[config.mk]
export PLATFORM = sky130hd
export DESIGN_NAME = key_loader_flat
export DESIGN_NICKNAME = d
export VERILOG_FILES = /design/src/rtl/key_loader_pkg.sv /design/src/rtl/key_loader_if.sv /design/src/rtl/key_loader_timer.sv /design/src/rtl/key_loader.sv /design/src/flat_wrapper.sv
export SDC_FILE = /design/constraint.sdc
export NUM_CORES = 1
export LEC_CHECK = 0
export CAP_MARGIN = 20
export CELL_PAD_IN_SITES_DETAIL_PLACEMENT = 1
export CELL_PAD_IN_SITES_GLOBAL_PLACEMENT = 2
export CORE_MARGIN = 5
export CORE_UTILIZATION = 33
export DETAILED_ROUTE_END_ITERATION = 10
export HOLD_SLACK_MARGIN = 0.15
export PLACE_DENSITY = 0.81
export SLEW_MARGIN = 25
export SYNTH_ARGS = -nofsm -noshare
export SYNTH_HDL_FRONTEND = slang
export SYNTH_HIERARCHICAL = 1
export SYNTH_SLANG_ARGS = --single-unit
[constraint.sdc]
create_clock -name clk -period 2.24 [get_ports clk]
set_clock_uncertainty 0.15 [all_clocks]
set_input_delay 0.448 -clock clk [delete_from_list [all_inputs] [get_ports clk]]
set_output_delay 0.448 -clock clk [all_outputs]
set_load 0.02 [all_outputs]
[src/rtl/key_loader_pkg.sv]
// Shared types and default sizing for the key loader.
// Holds the FSM state encoding and the default key width / ack timeout.
package key_loader_pkg;

    typedef enum logic [2:0] {
        IDLE  = 3'd0,
        FETCH = 3'd1,
        CHECK = 3'd2,
        VALID = 3'd3,
        ERROR = 3'd4
    } state_t;

    localparam int DEFAULT_KEY_WIDTH = 2;
    localparam int DEFAULT_TIMEOUT   = 16;

endpackage

[src/rtl/key_loader_if.sv]
// Control, serial key-storage and key-bus signals of the key loader.
// The master modport is the loader; the slave modport is its environment.
interface key_loader_if #(
    parameter int KEY_WIDTH = key_loader_pkg::DEFAULT_KEY_WIDTH
);
    logic                 load_start;
    logic                 nvm_req;
    logic                 nvm_ack;
    logic                 nvm_bit;
    logic [KEY_WIDTH-1:0] key;
    logic                 key_valid;
    logic                 key_error;
    logic                 busy;

    modport master (
        input  load_start,
        input  nvm_ack,
        input  nvm_bit,
        output nvm_req,
        output key,
        output key_valid,
        output key_error,
        output busy
    );

    modport slave (
        output load_start,
        output nvm_ack,
        output nvm_bit,
        input  nvm_req,
        input  key,
        input  key_valid,
        input  key_error,
        input  busy
    );
endinterface

[src/rtl/key_loader_timer.sv]
// Per-bit ack wait counter for the key loader.
// expired looks ahead: it fires in the wait cycle whose edge brings the count to TIMEOUT.
module key_loader_timer
    import key_loader_pkg::*;
#(
    parameter int TIMEOUT = DEFAULT_TIMEOUT
) (
    input  logic clk,
    input  logic rst,
    input  logic clr,
    input  logic inc,
    output logic expired
);
    localparam int CNT_W = $clog2(TIMEOUT + 1);

    logic [CNT_W-1:0] count_reg;
    logic [CNT_W-1:0] count_next;

    always_comb begin
        count_next = count_reg;
        if (clr) begin
            count_next = '0;
        end else if (inc && (count_reg != CNT_W'(TIMEOUT))) begin
            count_next = count_reg + CNT_W'(1);
        end
    end

    always_ff @(posedge clk) begin
        if (rst) begin
            count_reg <= '0;
        end else begin
            count_reg <= count_next;
        end
    end

    assign expired = inc && !clr && (count_reg == CNT_W'(TIMEOUT - 1));

endmodule

[src/rtl/key_loader.sv]
// Fetches a serial key (LSB first) plus an even-parity bit from key storage,
// then publishes the key only when parity checks; flags parity or ack timeout errors.
module key_loader
    import key_loader_pkg::*;
#(
    parameter int KEY_WIDTH = DEFAULT_KEY_WIDTH,
    parameter int TIMEOUT   = DEFAULT_TIMEOUT
) (
    input  logic         clk,
    input  logic         rst,
    key_loader_if.master bus
);
    localparam int BIT_W = $clog2(KEY_WIDTH + 1);

    state_t               state_reg;
    state_t               state_next;
    logic [BIT_W-1:0]     bit_cnt_reg;
    logic [BIT_W-1:0]     bit_cnt_next;
    logic [KEY_WIDTH-1:0] shadow_reg;
    logic [KEY_WIDTH-1:0] shadow_next;
    logic                 parity_reg;
    logic                 parity_next;
    logic [KEY_WIDTH-1:0] key_reg;
    logic [KEY_WIDTH-1:0] key_next;

    logic fetching;
    logic transfer;
    logic last_bit;
    logic enter_fetch;
    logic parity_ok;
    logic timer_clr;
    logic timer_inc;
    logic timer_expired;

    assign fetching  = (state_reg == FETCH);
    assign transfer  = fetching && bus.nvm_ack;
    assign last_bit  = (bit_cnt_reg == BIT_W'(KEY_WIDTH));
    assign parity_ok = ~((^shadow_reg) ^ parity_reg);
    assign timer_clr = enter_fetch || transfer;
    assign timer_inc = fetching && !bus.nvm_ack;

    key_loader_timer #(
        .TIMEOUT(TIMEOUT)
    ) u_timer (
        .clk    (clk),
        .rst    (rst),
        .clr    (timer_clr),
        .inc    (timer_inc),
        .expired(timer_expired)
    );

    // load_start is only honoured outside FETCH/CHECK, so a busy load cannot restart.
    always_comb begin
        state_next  = state_reg;
        enter_fetch = 1'b0;
        case (state_reg)
            IDLE, VALID, ERROR: begin
                if (bus.load_start) begin
                    state_next  = FETCH;
                    enter_fetch = 1'b1;
                end
            end
            FETCH: begin
                if (transfer && last_bit) begin
                    state_next = CHECK;
                end else if (timer_expired) begin
                    state_next = ERROR;
                end
            end
            CHECK: begin
                state_next = parity_ok ? VALID : ERROR;
            end
            default: begin
                state_next = IDLE;
            end
        endcase
    end

    always_comb begin
        bit_cnt_next = bit_cnt_reg;
        parity_next  = parity_reg;
        key_next     = key_reg;
        if (enter_fetch) begin
            bit_cnt_next = '0;
            parity_next  = 1'b0;
            key_next     = '0;
        end else if (transfer) begin
            bit_cnt_next = bit_cnt_reg + BIT_W'(1);
            if (last_bit) begin
                parity_next = bus.nvm_bit;
            end
        end
        if ((state_reg == CHECK) && parity_ok) begin
            key_next = shadow_reg;
        end
    end

    // Each shadow bit captures the transfer whose index matches its position.
    generate
        for (genvar gi = 0; gi < KEY_WIDTH; gi++) begin : g_shadow
            assign shadow_next[gi] = enter_fetch ? 1'b0 :
                                     (transfer && (bit_cnt_reg == BIT_W'(gi))) ? bus.nvm_bit :
                                     shadow_reg[gi];
        end
    endgenerate

    always_ff @(posedge clk) begin
        if (rst) begin
            state_reg   <= IDLE;
            bit_cnt_reg <= '0;
            shadow_reg  <= '0;
            parity_reg  <= 1'b0;
            key_reg     <= '0;
        end else begin
            state_reg   <= state_next;
            bit_cnt_reg <= bit_cnt_next;
            shadow_reg  <= shadow_next;
            parity_reg  <= parity_next;
            key_reg     <= key_next;
        end
    end

    assign bus.nvm_req   = fetching;
    assign bus.busy      = fetching || (state_reg == CHECK);
    assign bus.key       = key_reg;
    assign bus.key_valid = (state_reg == VALID);
    assign bus.key_error = (state_reg == ERROR);

endmodule

[src/flat_wrapper.sv]
// flat-port wrapper written by rule: the top's interface ports become plain ports
module key_loader_flat import key_loader_pkg::*;
#(
    parameter int KEY_WIDTH = DEFAULT_KEY_WIDTH,
    parameter int TIMEOUT   = DEFAULT_TIMEOUT
)
  (clk, rst, bus_load_start, bus_nvm_ack, bus_nvm_bit, bus_nvm_req, bus_key, bus_key_valid, bus_key_error, bus_busy);
  key_loader_if #(.KEY_WIDTH(KEY_WIDTH)) bus_i ();
  input  logic clk;
  input  logic rst;
  input wire logic [$bits(bus_i.load_start)-1:0] bus_load_start;
  input wire logic [$bits(bus_i.nvm_ack)-1:0] bus_nvm_ack;
  input wire logic [$bits(bus_i.nvm_bit)-1:0] bus_nvm_bit;
  output wire logic [$bits(bus_i.nvm_req)-1:0] bus_nvm_req;
  output wire logic [$bits(bus_i.key)-1:0] bus_key;
  output wire logic [$bits(bus_i.key_valid)-1:0] bus_key_valid;
  output wire logic [$bits(bus_i.key_error)-1:0] bus_key_error;
  output wire logic [$bits(bus_i.busy)-1:0] bus_busy;
  assign bus_i.load_start = bus_load_start;
  assign bus_i.nvm_ack = bus_nvm_ack;
  assign bus_i.nvm_bit = bus_nvm_bit;
  assign bus_nvm_req = bus_i.nvm_req;
  assign bus_key = bus_i.key;
  assign bus_key_valid = bus_i.key_valid;
  assign bus_key_error = bus_i.key_error;
  assign bus_busy = bus_i.busy;
  key_loader #(.KEY_WIDTH(KEY_WIDTH), .TIMEOUT(TIMEOUT)) u_core (.clk(clk), .rst(rst), .bus(bus_i));
endmodule
==> impl_metrics.csv, run 1 <==
group,metric,value,unit
power,p_leak,0.4814,nW
drt,drtPass1Iterations,2,
hold_path,worstHoldEndpoint,"u_core/bit_cnt_reg[1]",
setup_path,r2r_cells,8,
drt,drt_wl_total,2478,um
clock_network,clk_pin_slew,0.11,ns
sta,fin_ws,0.05067,ns
setup_path,cp-end-kind,"output pin",
power,internal-power,0.0003916,W
power,ir_drop,0.1885,mV
die,die_x,64.77,um
power,p_per_area,473.9,nW/um^2
setup_path,crit_fanout,11,
cells_and_area,multi_input_area,626.9,um^2
yosys,ys_types,37,
run,drv_cap,0,
setup_path,critPathLaunch,"u_core/state_reg[2]",
cells_and_area,layout-drive-gt1-share,15.15,%
setup_path,worst_ep_required_time,1.64,ns
drt,drt_iter0_drc,27,
clock_network,cts_tree,"yes",
place,dpl.hpwl,1921,um
yosys,yosysWarnings,6,
sta,fmax,456.8,MHz
sta,setup_viol,0,
yosys,synthCells,115,
power,swShare,30.40,%
drt,remaining_drc_errors,0,
cells_and_area,final_nets,144,
outcome,status,"completed",
yosys,async_reset_ff_share,0,%
cells_and_area,seq_area,302.8,um^2
yosys,yosys_most_used_dff,"dfxtp_1",
place,place_ws,-0.004875,ns
clock_network,clk_path_buf_depth,2,
yosys,netlist_area,989.7,um^2
place,routabilityCongestion,0.7898,
grt,track_usage,12.90,%
clock_network,numCtsBuffers,3,
die,start_util,35.28,%
clock_network,cts_root_buf,"clkbuf_4",
yosys,synth_edf_count,0,
grt,grt_pass1_wl,4229,um
cells_and_area,syn_to_final_growth,19.97,%
setup_path,critPathKind,"reg -> out",
yosys,synth-seq-cells,15,
sta,rsz0062_at_grt,"no",
sta,fin_crit_sh,97.74,%
place,port-buffer-count,10,
hold_path,hold_depth,2,
yosys,synth-seq-area-share,30.34,%
clock_network,h-tree-depth,1,
grt,grt_overflow_total,0,
setup_path,rr_endpoint,"u_core/state_reg[2]",
grt,grt_max_degree,12,
grt,grt_pass1_vias,857,
drt,vias,886,
setup_path,r2r_setup_slack,0.34,ns
sta,hold_viol,0,
power,power_frac_clock,30.3,%
clock_network,cts_sinks,15,
sta,tightest_slew,0.3390,ns
drt,drtAntennaViolNets,0,
die,placeableCoreArea,2805,um^2
sta,relSlewSlack,77.33,%
grt,grt_antenna_before_repair,0,
cells_and_area,final_area,1187,um^2
setup_path,arrival,1.59,ns
place,place_area,1152,um^2
hold_path,hold_path_class,"reg -> reg",
sta,min_period,2.189,ns
cells_and_area,diodes,0,
setup_path,reg2reg_from,"u_core/u_timer/count_reg[0]",
die,dieArea,4195,um^2
yosys,synth.avg_cell_area,8.606,um^2
yosys,syn-num-nets,126,
power,power_switching,0.0001711,W
power,combPwrFrac,19.3,%
cells_and_area,largest_reg_flops,5,
clock_network,clk_latency,0.29,ns
drt,via_per_inst,5.436,
die,num_rows,19,
die,ios,11,
drt,avgRoutedWirePerCell,15.20,um
die,dieHeight,64.77,um
cells_and_area,fillers,346,
setup_path,start_kind,"flip-flop",
sta,finalMaxSlewViolations,0,
power,pwr-share-seq,50.4,%
hold_path,hp-start,"u_core/bit_cnt_reg[1]",
-- worst max path at each step --
stage,to
detailed placement,u_core/state_reg[2]
floorplan,u_core/state_reg[2]
finish,bus_key_error
CTS,bus_key_valid
global placement,u_core/state_reg[2]
global route,bus_key_error
-- Yosys cell counts (2+ instances only) --
master	number	area [um^2]
dfxtp_1	15	300.3
nand2_1	12	45.04
a21oi_1	9	45.04
inv_1	9	33.78
nor2_1	7	26.28
ha_1	6	75.07
o21ai_0	6	30.03
mux2i_1	5	50.05
nand2b_1	5	31.28
nand3_1	4	20.02
nand4b_1	4	35.03
xor2_1	3	26.28
and3b_1	2	17.52
buf_2	2	10.01
nor2b_1	2	12.51
nor3b_1	2	15.01
o21ai_1	2	10.01
-- layout make-up --
cell class	count	share of cell area [%]
multi-input cells	87	52.79
flip-flops and latches	15	25.50
repair buffers	17	13.28
well taps	31	3.267
inverters	9	2.845
clock buffers	3	1.897
clock inverters	1	0.4215
-- through the flow --
step	TNS (ns)	total power, W	hold WS (ns)	std cells	utilization (%)
after global routing	0	0.0005915	0.3716	163	42.33
final	0	0.0005627	0.3414	163	42.33
after global placement	0	0.0003944	0.3140	159	41.08
after detailed placement	-0.004875	0.0003985	0.3285	159	41.08
after CTS	0	0.0005640	0.3438	163	42.15
after floorplan	0	0.0003521	0.2988	115	-
-- cell families (layout without fill, tap and decap cells) --
| family | after synthesis | count (layout) | share of synthesized area, % |
|---|---|---|---|
| AO/OA/AOI/OAI | 21 | 21 | 12.52 |
| XOR/XNOR | 5 | 5 | 5.942 |
| adder cells (fa/ha/maj) | 6 | 6 | 7.585 |
| buffers and inverters | 13 | 30 | 6.321 |
| flip-flops | 15 | 15 | 30.34 |
| multiplexers | 5 | 5 | 5.057 |
| AND/OR/NAND/NOR | 50 | 50 | 32.24 |
-- placed cells by master (no fill, tap or decap), types with 3 or more instances in the layout --
cell type	netlist	layout
dfxtp_1	15	13
nand2_1	12	12
inv_1	9	9
a21oi_1	9	9
clkdlybuf4s50_1	0	8
nor2_1	7	7
buf_4	1	7
o21ai_0	6	6
ha_1	6	6
nand2b_1	5	5
mux2i_1	5	5
nand4b_1	4	4
nand3_1	4	4
clkbuf_4	0	3
xor2_1	3	3
-- power by group through the flow --
stage / logic, W / registers (W) / clock network [W]
floorplan: 0.0000687 / 0.000283 / 0
global placement: 0.000106 / 0.000289 / 0
detailed placement: 0.000109 / 0.000289 / 0
CTS: 0.000110 / 0.000283 / 0.000171
global route: 0.000119 / 0.000285 / 0.000188
finish: 0.000109 / 0.000284 / 0.000171
-- what timing repair did --
item,CTS,global route
setup endpoints to repair,4,2
setup buffers,0,0
gates resized for setup,2,2
endpoints found under the hold margin,0,0
cloned,0,0
pin swaps,0,0
hold buffers,0,0
-- per-layer routing --
| layer | vias up | track usage (%) | wire, um |
|---|---|---|---|
| li1 | 435 | - | - |
| met1 | 441 | 16.77 | 1130 |
| met2 | 8 | 21.07 | 1256 |
| met3 | 2 | 2.591 | 73 |
| met4 | 0 | 4.749 | 17 |
| met5 | - | 0 | 0 |
-- critical path, cell delays in order, from the launching register on --
cell	delay, ns
dfxtp_2	0.46
nor3b_1	0.21
clkdlybuf4s50_1	0.63
Note: power is estimated with default switching activity, not from simulation.
==> run 2: changes to the inputs <==
Settings changed: SLEW_MARGIN 25 to not set.
==> results of run 2 <==
Final layout, timing and power as in run 1 (identical DEF).
==> patch 1, RTL diff (flow settings as in run 2) <==
The package constant `DEFAULT_TIMEOUT` goes from 16 to 32.
--- a/src/rtl/key_loader_pkg.sv
+++ b/src/rtl/key_loader_pkg.sv
@@ -11,7 +11,7 @@
     } state_t;
 
     localparam int DEFAULT_KEY_WIDTH = 2;
-    localparam int DEFAULT_TIMEOUT   = 16;
+    localparam int DEFAULT_TIMEOUT   = 32;
 
 endpackage
 
Check against the original RTL: same outputs for any inputs over 10 cycles, from zero or initial values and one cycle with rst high; that may be too few to reach the edited logic, so the function may still have changed.
==> patch 1 against run 2 <==
Final area up 5.5%. Sequential cell count is 1 higher. Area after synthesis rose by 2.9%. Final cell count grew 4.3%. Synthesized cell count increased by 2.6%. Register-to-register slack worse by 60 ps. Worst setup slack better by 61 ps. Global-route usage about the same. Largest cell class unchanged. Power fell by 1.1%. Wire length decreased by 0.24%.
==> patch 1: results (changes against run 2) <==
INFO  cells_and_area nNetsFinal=149 [+3.5%]
INFO  placed_design  placement.cell_area=1206um^2 [+4.7%]
INFO  routing        detail_routed_via_count_per_cell=5.424 [-0.22%]
INFO  synthesis      post_synthesis_net_count=128 [+1.6%]
INFO  grt            grtUsageTotal=12.87% [-0.035 points]
INFO  sta            post-route-min-period=2128ps [-61.32 ps]
INFO  cells_and_area drive_above_1_share=16.06% [+0.91 points]
INFO  critical_path  setup.worst_path.end=u_core/state_reg[2]$_SDFFE_PP0P_
INFO  synthesis      synth_xor_xnor_area_share=6.634% [+0.69 points]
INFO  critical_path  worst_path_fanout_max=6 [-5]
INFO  routing        detailedRoute.firstIterationViolations=33 [+22%]
INFO  placed_design  worst_setup_slack_after_placement=-199.1ps [-194.3 ps]
INFO  routing        drt-pass1-iter-count=4 [+2]
INFO  status         run_status=completed
INFO  synthesis      yosys-top-cells-count=sky130_fd_sc_hd__dfxtp_1 (16), sky130_fd_sc_hd__nand2_1 (11), sky130_fd_sc_hd__a21oi_1 (9), sky130_fd_sc_hd__inv_1 (8)
INFO  synthesis      synth_sequential_area_ratio=31.45% [+1.1 points]
INFO  grt            largest_net_degree_at_the_start_of_global_routing=13 [+1]
INFO  grt            groute.layer.met3.usage=2.906% [+0.32 points]
INFO  synthesis      synth_compound_gate_area_share=13.02% [+0.51 points]
INFO  critical_path  timing.critical_path.arrival=2170ps [+580 ps]
INFO  cells_and_area post_route_insts_no_fill=170 [+4.3%]
INFO  placed_design  gp_congestion=0.7877 [-0.27%]
INFO  synthesis      post_synth_num_cell_types=35 [-5.4%]
INFO  critical_path  worst_setup_path_startpoint=bus_nvm_ack
INFO  synthesis      synth_top_cells_by_area=sky130_fd_sc_hd__dfxtp_1 (31%), sky130_fd_sc_hd__ha_1 (6.1%), sky130_fd_sc_hd__mux2i_1 (4.9%), sky130_fd_sc_hd__a21oi_1 (4.4%), sky130_fd_sc_hd__nand2_1 (4.1%)
INFO  synthesis      synthMuxAreaShare=4.914% [-0.14 points]
INFO  grt            use_met2=23.01% [+1.9 points]
INFO  critical_path  critical-path-top-delay-family=compound AO/OA/AOI/OAI gates
INFO  cells_and_area largest_register_ff_count=6 [+1]
INFO  synthesis      synth_fa_ha_area_share=6.143% [-1.4 points]
INFO  power_and_ir_drop irDropWorstVdd=0.1895mV [+0.49%]
INFO  power_and_ir_drop powerClk=148uW [-13%]
INFO  power_and_ir_drop comb_power_share=20.5% [+1.2 points]
INFO  clock_network  cts_repair_resize_count=1 [-1]
patch 1: cell types whose count changed after synthesis, sizes merged, moves of 2 or more:
| cell | before | now |
|---|---|---|
| nor3 | 1 | 3 |
| nor4b | 0 | 2 |
| nor2 | 8 | 5 |
| nand3 | 4 | 6 |
| a21boi | 0 | 2 |
| nand2 | 13 | 11 |
patch 1: final cells by class:
type | count | area (um^2) | area share (%)
tap | 33 | 41.29 | 3.297
inverter | 8 | 30.03 | 2.398
sequential | 16 | 321.6 | 25.67
clock buffer | 3 | 22.52 | 1.798
multi-input combinational | 90 | 654.4 | 52.25
timing repair buffer | 20 | 182.7 | 14.59
patch 1: metal layers:
layer	vias up	wire (um)
li1	461	-
met4	0	18
met3	2	68
met1	451	1140
met5	-	0
met2	8	1245
==> patch 2, RTL diff (flow settings as in run 2) <==
Made on the original files. Reset style: asynchronous (`rst`), changed in 2 clocked blocks.
--- a/src/rtl/key_loader_timer.sv
+++ b/src/rtl/key_loader_timer.sv
@@ -25,7 +25,7 @@
         end
     end
 
-    always_ff @(posedge clk) begin
+    always_ff @(posedge clk or posedge rst) begin
         if (rst) begin
             count_reg <= '0;
         end else begin
--- a/src/rtl/key_loader.sv
+++ b/src/rtl/key_loader.sv
@@ -104,7 +104,7 @@
         end
     endgenerate
 
-    always_ff @(posedge clk) begin
+    always_ff @(posedge clk or posedge rst) begin
         if (rst) begin
             state_reg   <= IDLE;
             bit_cnt_reg <= '0;
Formal check against the unedited RTL: differs if rst is asserted again (counterexample within 4 cycles, from zero or initial values and one cycle with rst high); with rst held inactive, the same outputs for 10 cycles.
==> patch 2 against run 2 <==
Area after synthesis rose by 0.38%. Worst setup slack improved by 130 ps. Synthesized cell count fell by 6.1%. Sequential cell count did not move. Wire length fell by 7.8%. Final area rose by 1.9%.
Power is not compared: it rests on default switching activity, and its combinational part moved more than twofold at a synthesized area within 25%.
==> patch 2: results (changes against run 2) <==
INFO  clock_network  clockRootBuffer=sky130_fd_sc_hd__clkbuf_4
INFO  sta            report.final.setup_viol=0 [unchanged]
INFO  synthesis      post_synth_num_cell_types=36 [-2.7%]
INFO  synthesis      synth_sequential_area_ratio=37.78% [+7.4 points]
INFO  cells_and_area antennaDiodeCount=0 [unchanged]
INFO  routing        post_drt_wl_per_cell=14.36um [-5.5%]
INFO  critical_path  worst_path_fanout_max=15 [+4]
INFO  power_and_ir_drop power_leakage=0.5562nW
INFO  synthesis      yosys_warnings=6 [unchanged]
INFO  grt            grt_first_pass_wirelength=4022um [-4.9%]
INFO  grt            grtUsageTotal=12.02% [-0.88 points]
INFO  clock_network  cts_buf_count=3 [unchanged]
INFO  synthesis      async_reset_ff_share=100.0% [+100 points]
INFO  power_and_ir_drop irDropWorstVdd=0.3621mV
INFO  sta            period_utilization_post_route=91.74% [-6.0 points]
INFO  synthesis      synth_top_cells_by_area=sky130_fd_sc_hd__dfrtp_1 (38%), sky130_fd_sc_hd__ha_1 (7.6%), sky130_fd_sc_hd__inv_1 (3.8%), sky130_fd_sc_hd__nand2_1 (3.8%), sky130_fd_sc_hd__a21oi_1 (3.5%)
INFO  placed_design  gp_congestion=0.7795 [-1.3%]
INFO  synthesis      post_synthesis_net_count=119 [-5.6%]
INFO  critical_path  worst_setup_path_startpoint=u_core/state_reg[1]$_DFFE_PP0P_
INFO  synthesis      yosys-top-cells-count=sky130_fd_sc_hd__dfrtp_1 (15), sky130_fd_sc_hd__inv_1 (10), sky130_fd_sc_hd__nand2_1 (10)
INFO  cells_and_area fill_count=350 [+1.2%]
INFO  grt            met1_usage=14.67% [-2.1 points]
INFO  grt            groute.layer.met3.usage=3.640% [+1.0 points]
INFO  grt            first_global_vias=849 [-0.93%]
INFO  cells_and_area nNetsFinal=138 [-4.2%]
INFO  placed_design  io_buffer_count=10 [unchanged]
INFO  clock_network  cts.path.max_buffers=2 [unchanged]
INFO  placed_design  worst_setup_slack_after_placement=81.45ps [+86.32 ps]
INFO  grt            antenna_found_initial=0 [unchanged]
INFO  placed_design  place.detailed.hpwl=1809um [-5.8%]
INFO  grt            largest_net_degree_at_the_start_of_global_routing=16 [+4]
INFO  routing        detailedRoute.firstIterationViolations=16 [-41%]
INFO  cells_and_area drive_above_1_share=17.46% [+2.3 points]
INFO  clock_network  clock_insertion_delay_worst_skew=280ps
INFO  sta            max_slew_headroom=72.53% [-4.8 points]
INFO  worst_hold_path holdCritPathClass=in2async
INFO  routing        num_vias=821 [-7.3%]
INFO  grt            use_met2=21.20% [+0.13 points]
INFO  routing        drt-pass1-iter-count=4 [+2]
INFO  critical_path  reg2reg_slack=300ps [-40 ps]
INFO  sta            hold_slack=246.8ps [-94.53 ps]
INFO  clock_network  clkSlewWorstSetupHoldPaths=90ps [-20 ps]
INFO  status         run_status=completed
INFO  critical_path  critical_path_startpoint_category=flop
## patch 2: logic make-up (layout without fill, tap and decap cells)
kind of cell    Yosys count  after routing  share of synthesized area (%)
flops                    15             15                          37.78
fa+ha+maj                 6              6                          7.556
xor+xnor                  4              4                          4.912
simple gates             47             47                          28.84
compound gates           19             19                          11.97
mux                       3              3                          3.652
buf+inv                  14             32                          5.290
## patch 2: metrics by stage
step	area [um^2]	instances
finish	1210	159
global route	1210	159
CTS	1210	159
detailed placement	1185	155
global placement	1185	155
floorplan	998.5	108
## patch 2: cell type report
type	instances	area, um^2	share of cell area, %
Inverter	10	37.54	3.102
Timing Repair Buffer	18	155.1	12.82
Tap cell	33	41.29	3.413
Sequential cell	15	379.1	31.33
Clock buffer	4	26.28	2.172
Multi-Input combinational cell	79	570.5	47.16
## patch 2: critical path: stages (launching register included)
cell and delay, ps:
sky130_fd_sc_hd__dfrtp_2 510, sky130_fd_sc_hd__nor3b_2 300, sky130_fd_sc_hd__dlygate4sd2_1 370
## patch 2: final timing paths
kind                                                                 to  depth (start not counted)
worst max-delay path                                        bus_nvm_req                          2
worst min-delay path            u_core/u_timer/count_reg[0]$_DFFE_PP0P_                          2
worst max register to register  u_core/u_timer/count_reg[2]$_DFFE_PP0P_                          6
worst min register to register        u_core/bit_cnt_reg[1]$_DFFE_PP0P_                          2
max in group asynchronous               u_core/state_reg[0]$_DFFE_PP0P_                          2
min in group clk                      u_core/bit_cnt_reg[1]$_DFFE_PP0P_                          2
## patch 2: power groups by stage
stage,Combinational [mW],Sequential [mW],Clock [mW]
4_1_cts,0.643,0.451,0.168
3_5_place_dp,0.667,0.451,0
6_report,0.629,0.452,0.154
3_3_place_gp,0.646,0.448,0
2_1_floorplan,0.482,0.390,0
5_1_grt,0.704,0.466,0.181
## patch 2: timing repair
action / CTS / global route
buffers inserted: 0 / 0
resized for setup: 7 / 0
hold buffers: 0 / 0
endpoints found under the setup margin: 4 / 0
## patch 2: routing by layer
layer | part of all wire [%] | wire length, um
met1 | 46 | 1050
met2 | 52 | 1183
met3 | 1.9 | 43
met4 | 0.31 | 7
met5 | 0 | 0
